File: config.mk
export PLATFORM = sky130hd
export DESIGN_NAME = instr_prefetch_queue
export DESIGN_NICKNAME = d
export VERILOG_FILES = /design/src/rtl/instr_prefetch_queue.sv
export SDC_FILE = /design/constraint.sdc
export NUM_CORES = 2
export LEC_CHECK = 0
export BUFFER_PORTS_ARGS = -buffer_cell sky130_fd_sc_hd__buf_2
export CAP_MARGIN = 20
export CELL_PAD_IN_SITES_DETAIL_PLACEMENT = 1
export CELL_PAD_IN_SITES_GLOBAL_PLACEMENT = 2
export CORE_MARGIN = 4
export CORE_UTILIZATION = 39
export DETAILED_ROUTE_END_ITERATION = 10
export GPL_ROUTABILITY_DRIVEN = 0
export GPL_TIMING_DRIVEN = 0
export MAX_ROUTING_LAYER = met4
export PLACE_DENSITY_LB_ADDON = 0.1
export SLEW_MARGIN = 40
export SYNTH_ARGS = -nofsm -noshare
export SYNTH_HDL_FRONTEND = slang
export SYNTH_SLANG_ARGS = --single-unit
File: constraint.sdc
create_clock -name clk -period 6.1 [get_ports clk]
set_input_delay 0.61 -clock clk [delete_from_list [all_inputs] [get_ports clk]]
set_output_delay 0.61 -clock clk [all_outputs]
set_load 0.005 [all_outputs]
File: src/rtl/instr_prefetch_queue.sv
// rtl/instr_prefetch_queue.sv - instruction prefetch queue with credit-limited fetch and redirect flush
module instr_prefetch_queue #(
    parameter int          DEPTH    = 4,
    parameter logic [63:0] RESET_PC = 64'h2000
) (
    input  logic        clk,
    input  logic        reset,
    input  logic        redirect_valid,
    input  logic [63:0] redirect_pc,
    input  logic        fetch_hold,
    output logic        imem_req_valid,
    input  logic        imem_req_ready,
    output logic [63:0] imem_req_addr,
    input  logic        imem_resp_valid,
    input  logic [31:0] imem_resp_data,
    output logic        out_valid,
    input  logic        out_ready,
    output logic [31:0] out_instr,
    output logic [63:0] out_pc
);

    localparam int PW = (DEPTH > 1) ? $clog2(DEPTH) : 1;
    localparam int CW = PW + 1;
    localparam logic [CW:0] DEPTH_W = (CW + 1)'(DEPTH);

    typedef enum logic {
        S_RUN   = 1'b0,
        S_FLUSH = 1'b1
    } state_t;

    state_t          state_q, state_d;
    logic [63:0]     fetch_pc_q, fetch_pc_d;
    logic [CW-1:0]   count_q, count_d;
    logic [CW-1:0]   outstanding_q, outstanding_d;
    logic [CW-1:0]   drop_cnt_q, drop_cnt_d;
    logic [PW-1:0]   head_q, head_d;
    logic [PW-1:0]   tail_q, tail_d;
    logic [PW-1:0]   pc_wr_q, pc_wr_d;
    logic [PW-1:0]   pc_rd_q, pc_rd_d;

    // Decoded-queue payload and the address FIFO that tags each in-flight request.
    logic [31:0]     instr_mem_q [DEPTH];
    logic [31:0]     instr_mem_d [DEPTH];
    logic [63:0]     pc_mem_q    [DEPTH];
    logic [63:0]     pc_mem_d    [DEPTH];
    logic [63:0]     req_pc_q    [DEPTH];
    logic [63:0]     req_pc_d    [DEPTH];

    logic            req_fire;
    logic            resp_ok;
    logic            enq;
    logic            deq;
    logic [CW:0]     occupancy;

    // State register
    always_ff @(posedge clk) begin
        if (reset) begin
            state_q <= S_RUN;
        end else begin
            state_q <= state_d;
        end
    end

    // Next state: redirect decides from the new drop count, flush exits once it drains
    always_comb begin
        state_d = state_q;
        if (redirect_valid) begin
            state_d = (drop_cnt_d != '0) ? S_FLUSH : S_RUN;
        end else if (state_q == S_FLUSH && drop_cnt_d == '0) begin
            state_d = S_RUN;
        end
    end

    // Outputs: request credit gate and registered head entry
    always_comb begin
        occupancy      = {1'b0, count_q} + {1'b0, outstanding_q};
        imem_req_valid = !reset && (state_q == S_RUN) && !fetch_hold && !redirect_valid
                         && (occupancy < DEPTH_W);
        imem_req_addr  = fetch_pc_q;
        out_valid      = (count_q != '0);
        out_instr      = instr_mem_q[head_q];
        out_pc         = pc_mem_q[head_q];
    end

    // Datapath next values; a response with nothing outstanding is ignored entirely
    always_comb begin
        req_fire      = imem_req_valid && imem_req_ready;
        resp_ok       = imem_resp_valid && (outstanding_q != '0);
        enq           = resp_ok && (state_q == S_RUN) && !redirect_valid;
        deq           = out_valid && out_ready && !redirect_valid;

        fetch_pc_d    = fetch_pc_q;
        count_d       = count_q;
        outstanding_d = outstanding_q;
        drop_cnt_d    = drop_cnt_q;
        head_d        = head_q;
        tail_d        = tail_q;
        pc_wr_d       = pc_wr_q;
        pc_rd_d       = pc_rd_q;
        instr_mem_d   = instr_mem_q;
        pc_mem_d      = pc_mem_q;
        req_pc_d      = req_pc_q;

        if (req_fire) begin
            req_pc_d[pc_wr_q] = fetch_pc_q;
            pc_wr_d           = pc_wr_q + PW'(1);
            fetch_pc_d        = fetch_pc_q + 64'd4;
        end

        // Every counted response retires its address tag, stale or not.
        if (resp_ok) begin
            pc_rd_d = pc_rd_q + PW'(1);
        end

        if (redirect_valid) begin
            fetch_pc_d    = redirect_pc;
            count_d       = '0;
            head_d        = '0;
            tail_d        = '0;
            outstanding_d = outstanding_q - CW'(resp_ok);
            drop_cnt_d    = outstanding_q - CW'(resp_ok);
        end else begin
            outstanding_d = outstanding_q + CW'(req_fire) - CW'(resp_ok);
            if (state_q == S_FLUSH) begin
                drop_cnt_d = drop_cnt_q - CW'(resp_ok);
            end
            if (enq) begin
                instr_mem_d[tail_q] = imem_resp_data;
                pc_mem_d[tail_q]    = req_pc_q[pc_rd_q];
                tail_d              = tail_q + PW'(1);
            end
            if (deq) begin
                head_d = head_q + PW'(1);
            end
            count_d = count_q + CW'(enq) - CW'(deq);
        end
    end

    // Datapath registers
    always_ff @(posedge clk) begin
        if (reset) begin
            fetch_pc_q    <= RESET_PC;
            count_q       <= '0;
            outstanding_q <= '0;
            drop_cnt_q    <= '0;
            head_q        <= '0;
            tail_q        <= '0;
            pc_wr_q       <= '0;
            pc_rd_q       <= '0;
            for (int i = 0; i < DEPTH; i++) begin
                instr_mem_q[i] <= '0;
                pc_mem_q[i]    <= '0;
                req_pc_q[i]    <= '0;
            end
        end else begin
            fetch_pc_q    <= fetch_pc_d;
            count_q       <= count_d;
            outstanding_q <= outstanding_d;
            drop_cnt_q    <= drop_cnt_d;
            head_q        <= head_d;
            tail_q        <= tail_d;
            pc_wr_q       <= pc_wr_d;
            pc_rd_q       <= pc_rd_d;
            instr_mem_q   <= instr_mem_d;
            pc_mem_q      <= pc_mem_d;
            req_pc_q      <= req_pc_d;
        end
    end

endmodule
==> qor.yml <==
run:
  drv_cap: 0
timing:
  max_freq_mhz: 233
  worstMarginPinSlew_ps: 923
  rsz0062_at_grt: "false"
  maxSlewHeadroom_pct: 38.4
  setup_viol: 0
  hold_violations: 0
  fin_tns_setup_ps: 0
  whs_ps: 225
  period_needed_ps: 4300
  fin_worst_skew_ps: 20.1
  finalMaxSlewViolations: 0
  finalCritPeriodShare_pct: 70.4
die:
  die_y_um: 288
  initial_utilization_pct: 39.5
  die_w_um: 288
  ioPinCount: 265
  rows: 102
  core-area_sq_um: 77700
  design.die.area_sq_um: 83200
placement:
  hpwl_um: 89100
  portBuffers: 264
  place_area_sq_um: 33400
cts:
  cts_tree: "built"
  cts.path.max_buffers: 3
  cts.sinks: 722
  numCtsBuffers: 82
  ctsResizeCount: 0
  htreeDepth: 3
  insertion_delay_ps: 640
  hold_buffers: 0
  cts_setup_buffers: 0
  clk_pin_slew_worst_paths_ps: 60
  root_buffer: "clkbuf_16"
cells_and_area:
  fillers: 9315
  layout-area-overhead-vs-synth_pct: 17.9
  drive_gt1_share_pct: 16.1
  final_area_sq_um: 36200
  mostFrequentLayoutCells: "nand2_1 (1342), dfxtp_1 (722), a21oi_1 (691), buf_2 (285), clkbuf_1 (245)"
  fin_nets: 4119
  final_common_cell: "nand2_1"
routing:
  ant_nets: 0
  dr.pass1.iters: 5
  vias_per_cell: 5.54
  dr_total_vias: 28200
  drcViolationCount: 0
  routedWlPerCell_um: 24.7
  drt-initial-drc-count: 2224
  totalWireLength_um: 126000
logic_synthesis:
  ys_types: 62
  async_flop_share_pct: 0
  synth.net_count: 3768
  synth_edf_count: 0
  netlist_area_sq_um: 30700
  yosysWarnings: 0
  syn_inst: 3644
  avgSynthCellArea_sq_um: 8.42
  ys_seq_area_share_pct: 47.1
  synth-main-ff-cell: "dfxtp_1"
  ys_ff_latch: 722
global_routing:
  grt_start_max_net_pins: 13
  antenna_found_initial: 3
  first_global_vias: 28200
  overflow: 0
  grt_pass1_wl_um: 186000
  track_usage_pct: 30.7
critical_path:
  critPathArrivalTime_ps: 4780
  path_max_fanout: 10
  startpoint_type: "flop"
  critical_path_class: "reg2reg"
  endpoint_kind: "flop"
  required_ps: 6590
outcome:
  status: "complete, no violations"
worst_hold_path:
  min_path_type: "in2reg"
pwr:
  vdd_ir_drop_max_mv: 0.175
  p_leak_nw: 12.3
  finalPower_mw: 11.2
  power_density_nw_per_um2: 310
routing by layer:
metal / global-route usage [%] / wire, um
met1: 41.0 / 55600
met2: 47.5 / 57700
met3: 5.23 / 8530
met4: 9.92 / 4240
met5: - / 0
logic make-up after synthesis:
group / synth area share [%]
AND/OR/NAND/NOR: 20.8
AO/OA/AOI/OAI: 13.1
flip-flops: 47.1
buffers and inverters: 4.98
multiplexers: 12.1
XOR/XNOR: 1.06
adder cells (fa/ha/maj): 0.905
worst max-delay path, stage by stage, from the launching register on:
cell and delay [ps]:
dfxtp_1 420, ha_1 260, nor3_1 190, and4_1 300, clkbuf_1 340, inv_1 120, clkbuf_8 200, clkbuf_1 300
buf_1 420, ha_1 410, inv_1 40, ha_1 180, fa_1 390, xor2_1 170, o21ai_0 190, xnor2_1 140
nor2_1 50
Yosys cell counts, types with 2 or more instances:
master    count  share of area [%]
a211oi_1      8               0.20
a21boi_0      2              0.049
a21oi_1     691                 11
a221oi_1      2              0.057
a22oi_1       6               0.15
a31oi_1      15               0.31
a32oi_1       4               0.11
and2_1       14               0.29
and3_1       26               0.53
and3_2        2              0.049
and4_1        7               0.20
buf_1        42               0.51
buf_2         4              0.065
buf_4         5               0.12
buf_6        13               0.48
clkbuf_1    257                3.1
clkbuf_4      5               0.12
clkbuf_8      5               0.22
dfxtp_1     722                 47
fa_1          2               0.13
ha_1         19               0.77
inv_1        22               0.27
mux2i_1      11               0.36
mux4_2      160                 12
nand2_1    1343                 16
nand2b_1      2              0.041
nand3_1      34               0.55
nand4_1      30               0.61
nor2_1       56               0.69
nor3_1       13               0.21
nor3_2        3              0.098
nor4_1       13               0.27
nor4_4        2               0.14
o211ai_1      3              0.073
o21ai_0      17               0.28
o22ai_1      10               0.20
o311ai_0      5               0.14
or2_2         3              0.061
or3_1         5               0.10
or4_2         3              0.086
or4_4         2              0.073
xnor2_1      25               0.71
xor2_1       12               0.34
sequential cells by signal, indices dropped and copies added, names as in the netlist:
signal / cells
state_q: 1
req_pc_q: 256
outstanding_q: 3
drop_cnt_q: 3
pc_wr_q: 2
count_q: 3
instr_mem_q: 128
imem_req_addr: 64
pc_rd_q: 2
tail_q: 2
head_q: 2
pc_mem_q: 256
final timing paths:
path	startpoint	endpoint	slack [ps]	cells past startpoint
worst max-delay path	outstanding_q[2]$_SDFF_PP0_	outstanding_q[2]$_SDFF_PP0_	1800	16
worst min-delay path	redirect_pc[22]	imem_req_addr[22]$_SDFFE_PP0N_	230	3
worst max register to register	outstanding_q[2]$_SDFF_PP0_	outstanding_q[2]$_SDFF_PP0_	1800	16
worst min register to register	pc_mem_q[111]$_SDFFE_PP0P_	pc_mem_q[111]$_SDFFE_PP0P_	450	2
through the flow:
stage                     setup slack [ps]  instances  utilization, %
after floorplan                       2670       3644               -
after global placement                1640       4948            42.8
after detailed placement              1580       4950            43.0
after CTS                             1860       5091            46.5
after global routing                  1570       5092            46.5
final                                 1800       5093            46.5
power breakdown:
group / internal, mW / total (mW) / leakage [nW] / switching [mW]
Combinational: 0.398 / 1.24 / 5.09 / 0.838
Sequential: 4.80 / 4.89 / 5.83 / 0.0893
Clock: 3.02 / 5.10 / 1.36 / 2.07
Total: 8.22 / 11.2 / 12.3 / 3.00
area by class of cell:
cell class / instances / area [sq um] / area share [%]
plain buffers: 333 / 1500 / 4.14
clock inverters: 21 / 238 / 0.657
well taps: 1040 / 1300 / 3.60
inverters: 22 / 82.6 / 0.228
multi-input cells: 2567 / 14700 / 40.7
flip-flops and latches: 722 / 14500 / 40.0
repair buffers: 267 / 1380 / 3.83
diodes: 1 / 2.50 / 0.00692
clock buffers: 120 / 2490 / 6.88
Power figures use the tool's default switching activity.
